<file path="src/rtl/mdu_issue_ctrl.sv">
// Issue/sequencing control for the HI/LO multiply-divide unit: start pulse, busy timing, commit pulse, D-stage stall.
// Optional MDU_FLUSH_ABORT_EN: an E-stage flush while running aborts the operation and suppresses its commit.
module mdu_issue_ctrl #(
  parameter int MUL_CYCLES = 5,
  parameter int DIV_CYCLES = 10
) (
  input  logic        clk,
  input  logic        reset,
  input  logic        e_op_valid,
  input  logic [3:0]  e_op,
  input  logic        e_flush,
  input  logic        d_md_valid,
  output logic        mdu_start,
  output logic [3:0]  mdu_op,
  output logic        mdu_commit,
  output logic        busy,
  output logic        stall_d,
  output logic [31:0] stall_cnt
);

  localparam logic [3:0] OP_MULT  = 4'b0000;
  localparam logic [3:0] OP_MULTU = 4'b0001;
  localparam logic [3:0] OP_DIV   = 4'b0010;
  localparam logic [3:0] OP_DIVU  = 4'b0011;
  localparam logic [3:0] OP_MFHI  = 4'b0100;
  localparam logic [3:0] OP_MFLO  = 4'b0101;
  localparam logic [3:0] OP_MTHI  = 4'b0110;
  localparam logic [3:0] OP_MTLO  = 4'b0111;
  localparam logic [3:0] OP_NONE  = 4'b1111;

  localparam logic [3:0] MUL_LOAD = 4'(MUL_CYCLES);
  localparam logic [3:0] DIV_LOAD = 4'(DIV_CYCLES);

  typedef enum logic {
    S_IDLE = 1'b0,
    S_RUN  = 1'b1
  } state_t;

  state_t      r_state;
  state_t      w_state_nxt;
  logic [3:0]  r_cnt;
  logic [3:0]  w_cnt_nxt;
  logic        r_busy;
  logic [31:0] r_stall_cnt;
  logic        w_issue;
  logic        w_abort;

  always_ff @(posedge clk) begin
    if (reset) begin
      r_state <= S_IDLE;
      r_cnt   <= 4'd0;
      r_busy  <= 1'b0;
    end else begin
      r_state <= w_state_nxt;
      r_cnt   <= w_cnt_nxt;
      r_busy  <= (w_state_nxt == S_RUN);
    end
  end

  always_comb begin
    w_state_nxt = r_state;
    w_cnt_nxt   = r_cnt;
    mdu_start   = 1'b0;
    mdu_op      = OP_NONE;
    mdu_commit  = 1'b0;
    w_abort     = 1'b0;
    w_issue     = e_op_valid & ~e_flush & ~r_busy;

    case (r_state)
      S_IDLE: begin
        if (w_issue) begin
          case (e_op)
            OP_MULT, OP_MULTU: begin
              mdu_start   = 1'b1;
              mdu_op      = e_op;
              w_state_nxt = S_RUN;
              w_cnt_nxt   = MUL_LOAD;
            end
            OP_DIV, OP_DIVU: begin
              mdu_start   = 1'b1;
              mdu_op      = e_op;
              w_state_nxt = S_RUN;
              w_cnt_nxt   = DIV_LOAD;
            end
            // HI/LO moves complete in the datapath without occupying the unit
            OP_MFHI, OP_MFLO, OP_MTHI, OP_MTLO: begin
              mdu_op = e_op;
            end
            default: begin
              mdu_op = OP_NONE;
            end
          endcase
        end
      end

      S_RUN: begin
`ifdef MDU_FLUSH_ABORT_EN
        w_abort = e_flush;
`endif
        if (w_abort) begin
          w_state_nxt = S_IDLE;
          w_cnt_nxt   = 4'd0;
        end else if (r_cnt == 4'd1) begin
          mdu_commit  = 1'b1;
          w_state_nxt = S_IDLE;
          w_cnt_nxt   = 4'd0;
        end else begin
          w_cnt_nxt = r_cnt - 4'd1;
        end
      end

      default: begin
        w_state_nxt = S_IDLE;
        w_cnt_nxt   = 4'd0;
      end
    endcase
  end

  // Stall also covers the issue cycle so an mfhi/mflo in D cannot slip past a start
  assign stall_d = d_md_valid & (r_busy | mdu_start);

  always_ff @(posedge clk) begin
    if (reset) begin
      r_stall_cnt <= 32'd0;
    end else if (stall_d && (r_stall_cnt != 32'hFFFF_FFFF)) begin
      r_stall_cnt <= r_stall_cnt + 32'd1;
    end
  end

  assign busy      = r_busy;
  assign stall_cnt = r_stall_cnt;

endmodule
</file>
<file path="config.mk">
export PLATFORM = sky130hd
export DESIGN_NAME = mdu_issue_ctrl
export DESIGN_NICKNAME = d
export VERILOG_FILES = /design/src/rtl/mdu_issue_ctrl.sv
export SDC_FILE = /design/constraint.sdc
export NUM_CORES = 1
export LEC_CHECK = 0
export ABC_AREA = 1
export BUFFER_PORTS_ARGS = -buffer_cell sky130_fd_sc_hd__buf_2
export CAP_MARGIN = 15
export CORE_ASPECT_RATIO = 0.8
export CORE_MARGIN = 2
export CORE_UTILIZATION = 55
export CTS_CLUSTER_DIAMETER = 30
export DETAILED_ROUTE_END_ITERATION = 12
export GPL_ROUTABILITY_DRIVEN = 0
export PLACE_DENSITY = 0.9
export SLEW_MARGIN = 20
export SYNTH_ARGS = -nofsm -noshare
export SYNTH_HDL_FRONTEND = slang
export SYNTH_SLANG_ARGS = --single-unit
</file>
<file path="constraint.sdc">
create_clock -name clk -period 2.2 [get_ports clk]
set_input_delay 0.22 -clock clk [delete_from_list [all_inputs] [get_ports clk]]
set_output_delay 0.22 -clock clk [all_outputs]
set_load 0.05 [all_outputs]
</file>
Yosys cells after proc, flatten, opt, wreduce, memory -nomap -nowiden
Index checks and enable logic that the tools add are counted.
- input bits: 9
- word-level logic and storage cells: 43
- output and inout bits: 40
- register bits: 37
- equal/unequal tests: 11
- bitwise logic cells: 6
- reduce and logical (&&, ||, !) cells: 7
- mux-type cells: 14
- add/sub/neg operators: 2
- operators with widths (kind ; count):
    $add 32x1->32 const B ; 1
    $ne 32x32->1 const B ; 1
    $mux 4 ; 5
    $eq 4x3->1 const B ; 4
    $pmux 4 s2 ; 2
    $eq 4x1->1 const B ; 2
    $eq 4x2->1 const B ; 2
    $reduce_or 8->1 ; 1
    $mux 1 ; 6
    $logic_not 4->1 ; 1
    $reduce_or 2->1 ; 2
    $reduce_or 4->1 ; 1
    $sub 4x1->4 const B ; 1
    $and 1x1->1 ; 3
    $ne 3x1->1 const B ; 1
    $ne 2x2->1 const B ; 1
    $not 1->1 ; 2
    $pmux 1 s2 ; 1
    $reduce_and 2->1 ; 1
    $logic_and 1x1->1 ; 1
    $or 1x1->1 ; 1

Longest topological paths before layout
- depth after elaboration: 8
- mapped depth: 11
- depth with buffers taken out: 10

Worst setup path before layout
Ideal clock, no wire load.
- path type: reg-to-reg
- start: register r_stall_cnt[1], in the netlist stall_cnt[1]
- end: register r_stall_cnt[16], in the netlist stall_cnt[16]
- library setup time: 0.143 ns
- path slack: 0.115 ns
- path buffers: 1
- data required time: 2.057 ns
- arrival time: 1.942 ns
- period minus slack after synthesis: 2.085 ns
- stages on the path, launching flop included: 12
- path through: dfxtp_1 ha_1 inv_1 nor2_4 nand2_4 nor2_8 nand2_4 nand2_8 inv_4 buf_6 nand2_1 a21oi_2
- longest elaborated chain between the ends: 2
- elaborated cells on any way between the ends: 3
- those cells by class: add/sub: 1; eq/ne: 1; reduce/logical: 1
- ends and longest elaborated chain (item ; RTL line ; source):
    start, declared ; 44 ; logic [31:0] r_stall_cnt;
    start signal, assigned ; 126 ; r_stall_cnt <= r_stall_cnt + 32'd1;
    parallel branches: the longest is 2 deep, another holds $add 32x1->32 ; n/a ;
Several ways; the timed one is not identified.
A chain may end at the register's enable or synchronous reset.

Final worst setup path
- start: register r_stall_cnt[0], in the netlist stall_cnt[0]
- end: register r_stall_cnt[26], in the netlist stall_cnt[26]
Same word-level chain as after synthesis.

==> impl_results.md <==
* CTS tree: yes
* CORE AREA at 0.00420 sq mm
* Number of synthesized flops with an enable pin at 0
* Synth cell types at 31
* Tightest Pin Transition at 0.384 ns
* Relative slew slack at 74.2%
* Synth Cell Area at 0.00243 sq mm
* Worst-path clk slew at 0.07 ns
* Placement Cell Area at 0.00268 sq mm
* Status: completed
* Final period util at around 87%
* Port Buf Inserts at between 40 and 50
* Predominant post-synthesis flop cell: dfxtp_1
* Worst R2R Start: stall_cnt[0]
* Vias at 2435
* Post-synthesis mux area share at 0%
* Synth Area in Compound Gates at 10.8%
* Crit Path Class: flop to flop
* Tmin final at 1.92 ns
* Synthesized-area fraction occupied by adder cells at 1.54%
* Final #Nets at 441
* Grt ovf at 0
* Worst Hold Endpoint: r_cnt[3]
* Post-CTS resize count at 0
* Final WL at 5.55 mm
* TritonRoute pass-1 iters at 4
* Layout Cell Area excl Fill at 0.00276 sq mm
* Required @ worst endpoint at 2.37 ns
* First-pass GRT wire length at 9.28 mm
* Largest cells by area after synthesis: dfxtp_1 (30%), nand2_1 (21%), nor2_1 (10%)
* Hold Crit Class: input port to flop
* Vias in the first global route at 2099
* H-tree depth reported by CTS at 2
* Clk buf depth at 2
* Die W at just under 80 um
* Routed length per instance at approximately 11 um
* Net switching power at about 0.00030 W
* Largest net degree at the start of global routing at 28
* Critical Path Source: stall_cnt[0]
* Synth area leader: dfxtp_1
* Simple-Gate Fraction of Synth Area at 42.8%
* CTS Sinks at 37
* Setup TNS at 0 ns
* Crit. End Element: flop
* Setup Skew at around 0.005 ns
* HP Start: e_op[1]
* Internal at 0.000945 W
* Synth top area share at between 30% and 40%
* Sequential area share after synthesis at between 30% and 40%
* N_diodes at 0
* Vias/cell at 5.01
* Share of layout cells above drive strength 1 at 20.3%
* RSZ-0062 raised after global routing: no
* Ys Warns at 0
* Placement row count at 21
* Clock share of power at 39.0%
* Share of flip-flops with an asynchronous set or reset at 0%
* # fillers at 391
* Initial antenna violation count at 0
* Power per cell area at 451 mW/mm^2
* Worst R2R End: stall_cnt[26]
* Number of post-CTS setup repair buffers at 0
* Post-route ant nets at 0
* Overall routing resource usage at 23.5%
* Post-CTS Hold Buffers at 0
* DRC viols at 0
* Setup violators final at 0
* Die H at ~63 um
* Largest family of logic cells by synthesized area: simple AND/OR/NAND/NOR gates
* Combinational share of power at between 6 and 7%
* Worst Path Max Fanout at 27
* Gate Count Post-Synth at 382
* Reg2reg setup slack at 0.28 ns
* Detailed Place HPWL at 4.28 mm
* Hold path cells at 3
* Final slew viol count at 0
* Syn avg cell area at 6.36 sq um
* Area growth syn-to-layout at 13.7%
* Sequential power share at between 50% and 60%
* Switching fraction of total power at around 24%
* MaxCap Viol Count at 0
* FMAX at 0.520 GHz
* Iter 0 DRT Violations at 124
* Top-level port count at 49
* Syn_nets at 394
* CP startpoint kind: flop
* Hold Fails Final Rpt at 0
* R2R cell count at 10
* FF+latch count, synth at 37
* Area of the die at roughly 0.0050 sq mm
* Synth Area in XOR/XNOR at just under 6%
* Leak at 1.14 nW
* Worst skew pair latency at 0.29 ns
* Max VDD drop at around 0.00032 V
* Root Buffer Master: clkbuf_8
* Initial Util at 57.8%
* CP arrival at 2.09 ns
* CTS buffer count at 5
-- power groups by stage --
| stage | clock network (W) | logic (W) | registers (W) |
|---|---|---|---|
| CTS | 0.000492 | 0.0000823 | 0.000677 |
| floorplan | 0 | 0.0000609 | 0.000695 |
| global route | 0.000526 | 0.0000901 | 0.000678 |
| detailed placement | 0 | 0.0000820 | 0.000692 |
| global placement | 0 | 0.0000797 | 0.000692 |
| finish | 0.000486 | 0.0000817 | 0.000677 |
-- critical path, cell delays in order, from the launching register on --
cell and delay (ns):
dfxtp_1 0.40, ha_1 0.23, inv_1 0.10, nor2_4 0.18, nand2_4 0.10, nor2_8 0.17
nand2_4 0.13, nand2_8 0.18, inv_4 0.13, nand2_1 0.11, a21oi_1 0.06
-- state kept, by name (all words and copies together), names as in the netlist --
name / cells
busy: 1
r_cnt: 4
stall_cnt: 32
-- worst max-delay path by stage --
stage                         end  slack (ns)  cells after the start
CTS                 stall_cnt[26]        0.28                     10
finish              stall_cnt[26]        0.28                     10
detailed placement  stall_cnt[26]        0.30                     10
floorplan           stall_cnt[16]        0.11                     11
global placement    stall_cnt[26]        0.40                     10
global route        stall_cnt[26]        0.12                     10
-- cell usage after synthesis (3+ instances only) --
| cell type | n |
|---|---|
| nand3_1 | 16 |
| ha_1 | 3 |
| dfxtp_1 | 37 |
| nand2_1 | 139 |
| nor3_1 | 6 |
| a21oi_2 | 20 |
| nor2_1 | 67 |
| inv_1 | 34 |
| o21ai_0 | 5 |
| a21oi_1 | 5 |
| xor2_1 | 9 |
| xnor2_1 | 7 |
| clkbuf_1 | 4 |
| nand4_1 | 7 |
-- kinds of logic after synthesis --
group,Yosys count
buf+inv,45
fa+ha+maj,3
xor+xnor,16
compound gates,35
simple gates,246
flops,37
-- stage by stage --
step           util [%]  hold slack [ns]  total power [W]  setup slack (ns)  instances
2_1_floorplan         -            0.435         0.000756             0.115        382
3_3_place_gp       63.7            0.455         0.000772             0.398        479
3_5_place_dp       63.7            0.459         0.000774             0.302        479
4_1_cts            65.7            0.283          0.00125             0.283        486
5_1_grt            65.7            0.317          0.00129             0.122        486
6_report           65.7            0.288          0.00124             0.278        486
-- layer usage --
| metal | track usage (%) | share of wire [%] |
|---|---|---|
| met5 | 0 | 0 |
| met4 | 9.21 | 1.9 |
| met3 | 4.44 | 6.1 |
| met2 | 38.1 | 43 |
| met1 | 31.0 | 49 |
-- final cells by class --
class / instances / area [sq um] / area share [%]
flip-flops and latches: 37 / 741 / 26.8
multi-input cells: 300 / 1480 / 53.5
clock buffers: 7 / 86.3 / 3.12
inverters: 36 / 138 / 4.98
well taps: 57 / 71.3 / 2.58
repair buffers: 49 / 248 / 8.97
-- layout by cell type (no fill, tap or decap), drive strengths merged --
master,n
xnor2,7
nand3b,1
nor3,6
nand2,143
xor2,9
a31oi,2
a221oi,1
nand3,16
clkbuf,7
ha,3
dfxtp,37
nand4,7
o211a,1
o21ai,6
inv,36
or2,2
buf,49
nor2,71
a21oi,25
(Power assumes the default switching activity.)
